`config.mk`:
```
export PLATFORM = sky130hd
export DESIGN_NAME = sysid_uptime_regs
export DESIGN_NICKNAME = d
export VERILOG_FILES = /design/src/rtl/sysid_uptime_regs.sv
export SDC_FILE = /design/constraint.sdc
export NUM_CORES = 1
export LEC_CHECK = 0
export ABC_CLOCK_PERIOD_IN_PS = 1600
export BUFFER_PORTS_ARGS = -buffer_cell sky130_fd_sc_hd__buf_2
export CAP_MARGIN = 10
export CORE_MARGIN = 5
export CORE_UTILIZATION = 35
export CTS_BUF_LIST = sky130_fd_sc_hd__clkbuf_16
export CTS_CLUSTER_DIAMETER = 30
export DETAILED_ROUTE_END_ITERATION = 10
export GPL_ROUTABILITY_DRIVEN = 0
export MAX_ROUTING_LAYER = met4
export SLEW_MARGIN = 20
export SYNTH_ARGS = -nofsm -noshare
export SYNTH_HDL_FRONTEND = slang
export SYNTH_SLANG_ARGS = --single-unit
```
`constraint.sdc`:
```
create_clock -name clock -period 1.6 [get_ports clock]
set_clock_uncertainty 0.2 [all_clocks]
set_input_delay 0.32 -clock clock [delete_from_list [all_inputs] [get_ports clock]]
set_output_delay 0.32 -clock clock [all_outputs]
set_load 0.02 [all_outputs]
```
`src/rtl/sysid_uptime_regs.sv`:
```
// System-ID slave: build ID, timestamp, capability word, scratch register and,
// when SYSID_UPTIME_EN is defined, a prescaled 64-bit uptime counter with tear-free snapshot.
module sysid_uptime_regs #(
  parameter logic [31:0] SYSTEM_ID  = 32'h0000_0000,
  parameter logic [31:0] TIMESTAMP  = 32'h0000_0000,
  parameter int          ADDR_WIDTH = 3,
  parameter int          CLK_DIV    = 1
) (
  input  logic                  clock,
  input  logic                  reset,
  input  logic [ADDR_WIDTH-1:0] address,
  input  logic                  read,
  input  logic                  write,
  input  logic [31:0]           writedata,
  input  logic [3:0]            byteenable,
  output logic [31:0]           readdata,
  output logic                  readdatavalid
);

  localparam logic [ADDR_WIDTH-1:0] A_ID      = ADDR_WIDTH'(0);
  localparam logic [ADDR_WIDTH-1:0] A_TSTAMP  = ADDR_WIDTH'(1);
  localparam logic [ADDR_WIDTH-1:0] A_CAPS    = ADDR_WIDTH'(2);
  localparam logic [ADDR_WIDTH-1:0] A_SCRATCH = ADDR_WIDTH'(3);
  localparam logic [15:0]           DIV16     = 16'(CLK_DIV);
  localparam logic [7:0]            VERSION   = 8'h02;

`ifdef SYSID_UPTIME_EN
  localparam logic                  UPTIME_BUILT = 1'b1;
  localparam logic [ADDR_WIDTH-1:0] A_UP_LO      = ADDR_WIDTH'(4);
  localparam logic [ADDR_WIDTH-1:0] A_UP_HI      = ADDR_WIDTH'(5);
  localparam logic [ADDR_WIDTH-1:0] A_CTRL       = ADDR_WIDTH'(7);
  localparam logic [15:0]           PRESC_TC     = 16'(CLK_DIV - 1);
`else
  localparam logic                  UPTIME_BUILT = 1'b0;
`endif

  localparam logic [31:0] CAPS_WORD = {VERSION, 7'd0, UPTIME_BUILT, DIV16};

  // A read that collides with a write is dropped entirely.
  logic        rd_ok;
  logic [31:0] scratch;
  logic [31:0] rd_mux;
  logic        rdv_q;

  assign rd_ok = read & ~write;

  always_ff @(posedge clock) begin
    if (reset) begin
      scratch <= 32'h0;
    end else if (write && address == A_SCRATCH) begin
      for (int b = 0; b < 4; b++) begin
        if (byteenable[b]) scratch[8*b +: 8] <= writedata[8*b +: 8];
      end
    end
  end

`ifdef SYSID_UPTIME_EN
  logic [15:0] uptime_presc;
  logic [63:0] uptime_cnt;
  logic [31:0] hi_shadow;
  logic        freeze;
  logic        ctrl_wr;
  logic        clear;

  assign ctrl_wr = write && (address == A_CTRL) && byteenable[0];
  assign clear   = ctrl_wr && writedata[0];

  // CLEAR beats both FREEZE and the tick; FREEZE written alongside lands next cycle.
  always_ff @(posedge clock) begin
    if (reset) begin
      uptime_presc <= 16'h0;
      uptime_cnt   <= 64'h0;
      freeze       <= 1'b0;
    end else begin
      if (ctrl_wr) freeze <= writedata[1];
      if (clear) begin
        uptime_presc <= 16'h0;
        uptime_cnt   <= 64'h0;
      end else if (!freeze) begin
        if (uptime_presc == PRESC_TC) begin
          uptime_presc <= 16'h0;
          uptime_cnt   <= uptime_cnt + 64'd1;
        end else begin
          uptime_presc <= uptime_presc + 16'd1;
        end
      end
    end
  end

  always_ff @(posedge clock) begin
    if (reset) begin
      hi_shadow <= 32'h0;
    end else if (rd_ok && address == A_UP_LO) begin
      hi_shadow <= uptime_cnt[63:32];
    end
  end
`endif

  always_comb begin
    rd_mux = 32'h0;
    case (address)
      A_ID:      rd_mux = SYSTEM_ID;
      A_TSTAMP:  rd_mux = TIMESTAMP;
      A_CAPS:    rd_mux = CAPS_WORD;
      A_SCRATCH: rd_mux = scratch;
`ifdef SYSID_UPTIME_EN
      A_UP_LO:   rd_mux = uptime_cnt[31:0];
      A_UP_HI:   rd_mux = hi_shadow;
      A_CTRL:    rd_mux = {30'd0, freeze, 1'b0};
`endif
      default:   rd_mux = 32'h0;
    endcase
  end

  always_ff @(posedge clock) begin
    if (reset) begin
      readdata <= 32'h0;
      rdv_q    <= 1'b0;
    end else begin
      rdv_q <= rd_ok;
      if (rd_ok) readdata <= rd_mux;
    end
  end

  // Masking with reset kills a result already in flight when reset arrives.
  assign readdatavalid = rdv_q & ~reset;

endmodule

```
==> results of run 1 <==
==> cell type report <==
class,instances,area share (%)
well taps,102,3.620
clock inverters,6,1.455
flip-flops and latches,65,36.91
multi-input cells,205,36.94
repair buffers,89,14.69
clock buffers,9,6.388
==> sequential cells by signal, summed over array words and instances, names as in the netlist <==
| signal | flops |
|---|---|
| readdata | 32 |
| rdv_q | 1 |
| scratch | 32 |
==> critical path: cells and delay by family, from the launching register on <==
| kind | cells | cell delay [ns] |
|---|---|---|
| buffers and inverters | 1 | 0.17 |
| DFF | 1 | 0.29 |
| and+or+nand+nor | 1 | 0.12 |
==> synth_stat cells <==
cell type | instances | share of area, %
buf_2 | 17 | 3.1
dfxtp_1 | 65 | 47
buf_6 | 5 | 2.0
and2_4 | 4 | 1.3
nand2_1 | 32 | 4.3
and3b_1 | 1 | 0.31
nor2_1 | 1 | 0.13
nand3_1 | 32 | 5.8
and2b_1 | 1 | 0.27
nor2b_1 | 2 | 0.45
or2b_1 | 2 | 0.54
nand2b_1 | 33 | 7.4
a21oi_1 | 32 | 5.8
nand4b_1 | 32 | 10
clkbuf_1 | 11 | 1.5
o21ai_2 | 32 | 10
and4b_1 | 1 | 0.36
==> worst min path at each step <==
stage | startpoint | to | cells past startpoint
after CTS | writedata[3] | scratch[3]$_SDFFE_PP0P_ | 3
after global routing | writedata[3] | scratch[3]$_SDFFE_PP0P_ | 3
after global placement | readdata[13]$_SDFFE_PP0P_ | readdata[13]$_SDFFE_PP0P_ | 2
final | writedata[0] | scratch[0]$_SDFFE_PP0P_ | 3
after detailed placement | readdata[19]$_SDFFE_PP0P_ | readdata[19]$_SDFFE_PP0P_ | 2
after floorplan | scratch[10]$_SDFFE_PP0P_ | readdata[10]$_SDFFE_PP0P_ | 2
==> power by group through the flow <==
stage | clock [uW] | sequential, uW | combinational (uW)
2_1_floorplan | 0 | 1670 | 132
3_3_place_gp | 0 | 1670 | 237
3_5_place_dp | 0 | 1670 | 238
4_1_cts | 1880 | 1640 | 239
5_1_grt | 1940 | 1640 | 259
6_report | 1850 | 1640 | 235
==> through the flow <==
stage	util [%]	total power [uW]	setup slack [ns]
after floorplan	-	1805	0.2846
after global placement	42.05	1910	0.08332
after detailed placement	42.05	1911	0.05484
after CTS	45.63	3753	0.1440
after global routing	45.63	3839	0.1138
final	45.63	3720	0.1676
==> cell families after synthesis <==
logic type	count (synthesis)	share of synthesized area, %
buffers and inverters	33	6.562
AO/OA/AOI/OAI	64	15.82
flip-flops	65	46.74
AND/OR/NAND/NOR	141	30.88
==> per-layer routing <==
layer	global-route usage, %	up-vias
met1	18.26	1069
met4	7.563	0
li1	-	1187
met5	-	-
met3	3.647	14
met2	22.06	62
==> run_results.csv, run 1 <==
group,metric,value,unit
flow_run,maxCapViolations,0,
yosys,ys_ff_latch,65,
clock_network,cts_sinks,65,
die,num_rows,32,
min_path,hp-class,"in2reg",
power,p_sw,809.2,uW
die,initial_core_util,36.03,%
power,p_clk_share,49.6,%
route,finalWirelength,6794,um
critical_path,startpoint_type,"flip-flop",
route,drc,0,
power,p_seq_share,44.1,%
sta,drv_slew,0,
sta,period_minus_slack,1.432,ns
power,p_int,2911,uW
yosys,syn_avg_cell_area,9.188,um^2
critical_path,r2r-end,"readdata[0]$_SDFFE_PP0P_",
route,wl_met1,3172,um
sta,period_share,89.53,%
global_route,antenna_found_initial,0,
clock_network,clk_pin_slew,0.05,ns
global_route,grt_max_degree,37,
finish,multi_input_area,1303,um^2
critical_path,ff2ff_path_depth,3,
clock_network,ctsHtreeMaxLevel,3,
finish,final_common_cell,"buf_2",
power,swShare,21.75,%
critical_path,reg2reg_slack,0.61,ns
clock_network,post-cts-setup-buffers,0,
place,placed_area,3249,um^2
clock_network,cts-resized-gates,0,
global_route,grt_overflow_total,0,
die,core-area,7727,um^2
power,p_per_area,1055,nW/um^2
sta,finalSetupViolCount,0,
clock_network,clk_latency,0.33,ns
place,portBuffers,75,
clock_network,cts_buffers,9,
critical_path,slowest_stage,"dfxtp_1",
sta,hold_viol_final,0,
critical_path,worstSetupEndpointType,"output port",
sta,grt_setup_unrepaired,"false",
sta,maxSlewHeadroom,80.84,%
critical_path,timing.rr.start,"scratch[0]$_SDFFE_PP0P_",
die,die-height,99.19,um
critical_path,required,1.08,ns
global_route,grt_usage,14.70,%
yosys,ys_types,17,
sta,fmax,698.1,MHz
finish,final_cell_mix,"buf_2 (75), dfxtp_1 (65), nand2b_1 (33)",
route,detail_route.vias_per_cell,4.899,
power,leakagePower,0.001404,uW
finish,stdcell_count,476,
sta,finalSetupTns,0,ns
critical_path,critPathMaxStageDelay,0.29,ns
yosys,ys_seq_area_share,46.74,%
route,dr.pass1.iters,5,
die,io_pins,76,
yosys,postSynthCellCount,303,
critical_path,cp_max_fo,1,
place,place_inst,461,
global_route,grt_first_pass_wirelength,11200,um
route,routed.top_layer,"met4",
clock_network,cts_root_buffer,"clkbuf_16",
finish,fin_area,3526,um^2
power,p_comb_share,6.3,%
route,met3_wirelength,406,um
power,peakVddDrop,456.5,uV
clock_network,tritoncts,"built",
yosys,syn-num-nets,346,
route,wire_per_inst,14.27,um
die,die_area,9838,um^2
route,vias,2332,
clock_network,holdBufCountCts,0,
sta,worst_pin_slew,0.2875,ns
finish,seq_area,1301,um^2
status,status,"finished, final reports clean",
place,dp_hpwl,4666,um
finish,nets,413,
global_route,grt_pass1_vias,2290,
yosys,netlist_area,2784,um^2
critical_path,crit_start,"rdv_q$_SDFF_PP0_",
critical_path,worstPathCellList,"nor2b_1, buf_2",
die,die_w,99.19,um
critical_path,cp_data_arrival_time,0.91,ns
yosys,synth-warning-count,0,
clock_network,clk_path_buf_depth,2,
critical_path,critical_path_class,"reg2out",
finish,fillers,778,
route,drtIter0Drc,74,
sta,timing.hold.ws,0.07218,ns
critical_path,crit_end,"readdatavalid",
route,ant_nets,0,
finish,num_antenna_cells,0,
finish,drive_gt1_share,36.90,%
route,met2_length,3046,um
finish,syn_to_final_growth,26.65,%
(Power assumes the default switching activity.)
==> run 2: changes to the inputs <==
- PLACE_DENSITY_LB_ADDON: default -> 0.3
==> run 2 against run 1 <==
Effect of this change: via count fell by 1.2%; register-to-register slack got worse by 0.02 ns; non-clock buffer count fell by 3; sequential share of layout area rose by 0.46 points; wire length fell by 1.1%; critical path type unchanged; critical endpoint unchanged; highest routed layer unchanged.
==> run_results.csv, run 2 (synthesized netlist as in run 1, its figures left out) <==
group,metric,value,unit
route,wire_per_inst,14.18,um
clock_network,cts_sinks,65,
route,ant_nets,0,
die,die_area,9838,um^2
sta,period_share,92.05,%
route,vias,2304,
clock_network,cts_root_buffer,"clkbuf_16",
flow_run,maxCapViolations,0,
clock_network,cts_buffers,9,
finish,fin_area,3482,um^2
clock_network,cts-resized-gates,0,
min_path,worstHoldPathCells,3,
route,finalWirelength,6720,um
sta,grt_setup_unrepaired,"false",
power,peakVddDrop,603.4,uV
critical_path,critical_path_class,"reg2out",
sta,maxSlewHeadroom,78.13,%
place,placed_area,3227,um^2
clock_network,clk_path_buf_depth,2,
sta,finalSetupViolCount,0,
die,io_pins,76,
place,portBuffers,75,
clock_network,clk_latency,0.32,ns
global_route,grt_pass1_vias,2279,
clock_network,holdBufCountCts,0,
sta,fmax,679.0,MHz
sta,finalSetupTns,0,ns
sta,worst_pin_slew,0.3280,ns
critical_path,crit_start,"rdv_q$_SDFF_PP0_",
critical_path,required,1.08,ns
global_route,grt_first_pass_wirelength,11150,um
clock_network,ctsHtreeMaxLevel,3,
critical_path,crit_end,"readdatavalid",
clock_network,clk_pin_slew,0.05,ns
critical_path,startpoint_type,"flip-flop",
critical_path,worstSetupEndpointType,"output port",
finish,final_common_cell,"buf_2",
finish,syn_to_final_growth,25.08,%
global_route,grt_overflow_total,0,
min_path,hp-class,"in2reg",
global_route,antenna_found_initial,0,
die,die-height,99.19,um
finish,num_antenna_cells,0,
power,leakagePower,0.001384,uW
critical_path,r2r-end,"readdata[0]$_SDFFE_PP0P_",
sta,period_minus_slack,1.473,ns
die,core-area,7727,um^2
critical_path,cp_data_arrival_time,0.95,ns
route,detail_route.vias_per_cell,4.861,
die,die_w,99.19,um
global_route,grt_max_degree,42,
finish,layout_top_registers,"readdata (32), scratch (32), rdv_q (1)",
critical_path,reg2reg_slack,0.59,ns
finish,final_cell_mix,"buf_2 (75), dfxtp_1 (65), nand2b_1 (33)",
die,initial_core_util,36.03,%
route,dr.pass1.iters,4,
route,drc,0,
place,dp_hpwl,4714,um
sta,hold_viol_final,0,
finish,drive_gt1_share,36.29,%
status,status,"finished, final reports clean",
critical_path,ff2ff_path_depth,3,
finish,nets,410,
critical_path,timing.rr.start,"scratch[0]$_SDFFE_PP0P_",
sta,drv_slew,0,
power,p_per_area,1013,nW/um^2
clock_network,post-cts-setup-buffers,0,
power,finalPower,3529,uW
critical_path,cp_max_fo,1,
global_route,grt_usage,14.43,%
route,drtIter0Drc,83,
die,num_rows,32,
clock_network,tritoncts,"built",
==> run 2: cell type report <==
| cell class | instances | area (um^2) |
|---|---|---|
| multi-input cells | 205 | 1303 |
| well taps | 102 | 127.6 |
| fillers | 781 | 4245 |
| clock inverters | 7 | 30.03 |
| repair buffers | 86 | 495.5 |
| flip-flops and latches | 65 | 1301 |
| clock buffers | 9 | 225.2 |
==> run 2: report_power, final <==
group | switching, uW | total [uW] | internal [uW]
clock | 645 | 1660 | 1010
combinational | 129 | 230 | 101
sequential | 5.92 | 1640 | 1630
==> run 2: worst min path at each step <==
stage | startpoint | endpoint | slack (ns)
after floorplan | scratch[10]$_SDFFE_PP0P_ | readdata[10]$_SDFFE_PP0P_ | 0.25
after global placement | readdata[12]$_SDFFE_PP0P_ | readdata[12]$_SDFFE_PP0P_ | 0.24
after detailed placement | readdata[6]$_SDFFE_PP0P_ | readdata[6]$_SDFFE_PP0P_ | 0.24
after CTS | writedata[24] | scratch[24]$_SDFFE_PP0P_ | 0.07
after global routing | writedata[24] | scratch[24]$_SDFFE_PP0P_ | 0.09
final | writedata[24] | scratch[24]$_SDFFE_PP0P_ | 0.08
==> run 2: routing by layer <==
metal	part of all wire, %	GRT usage (%)	vias up	wire length (um)
met5	0	-	-	0
met4	1.6	5.987	0	106
met3	4.6	3.086	9	310
met2	48	22.47	50	3209
met1	46	18.16	1062	3094
li1	-	-	1183	-
==> run 2: critical path, cell delays in order, from the launching register on <==
cell     delay (ns)
dfxtp_1        0.30
nor2b_1        0.16
buf_2          0.19
==> run 2: stage by stage <==
stage | instances | utilization (%) | setup WS, ns | hold WS (ns)
after floorplan | 303 | - | 0.2846 | 0.2484
final | 474 | 45.06 | 0.1273 | 0.07990
after detailed placement | 458 | 41.76 | 0.05060 | 0.2407
after global placement | 458 | 41.76 | 0.07334 | 0.2385
after CTS | 474 | 45.06 | 0.08691 | 0.07147
after global routing | 474 | 45.06 | 0.07596 | 0.09056
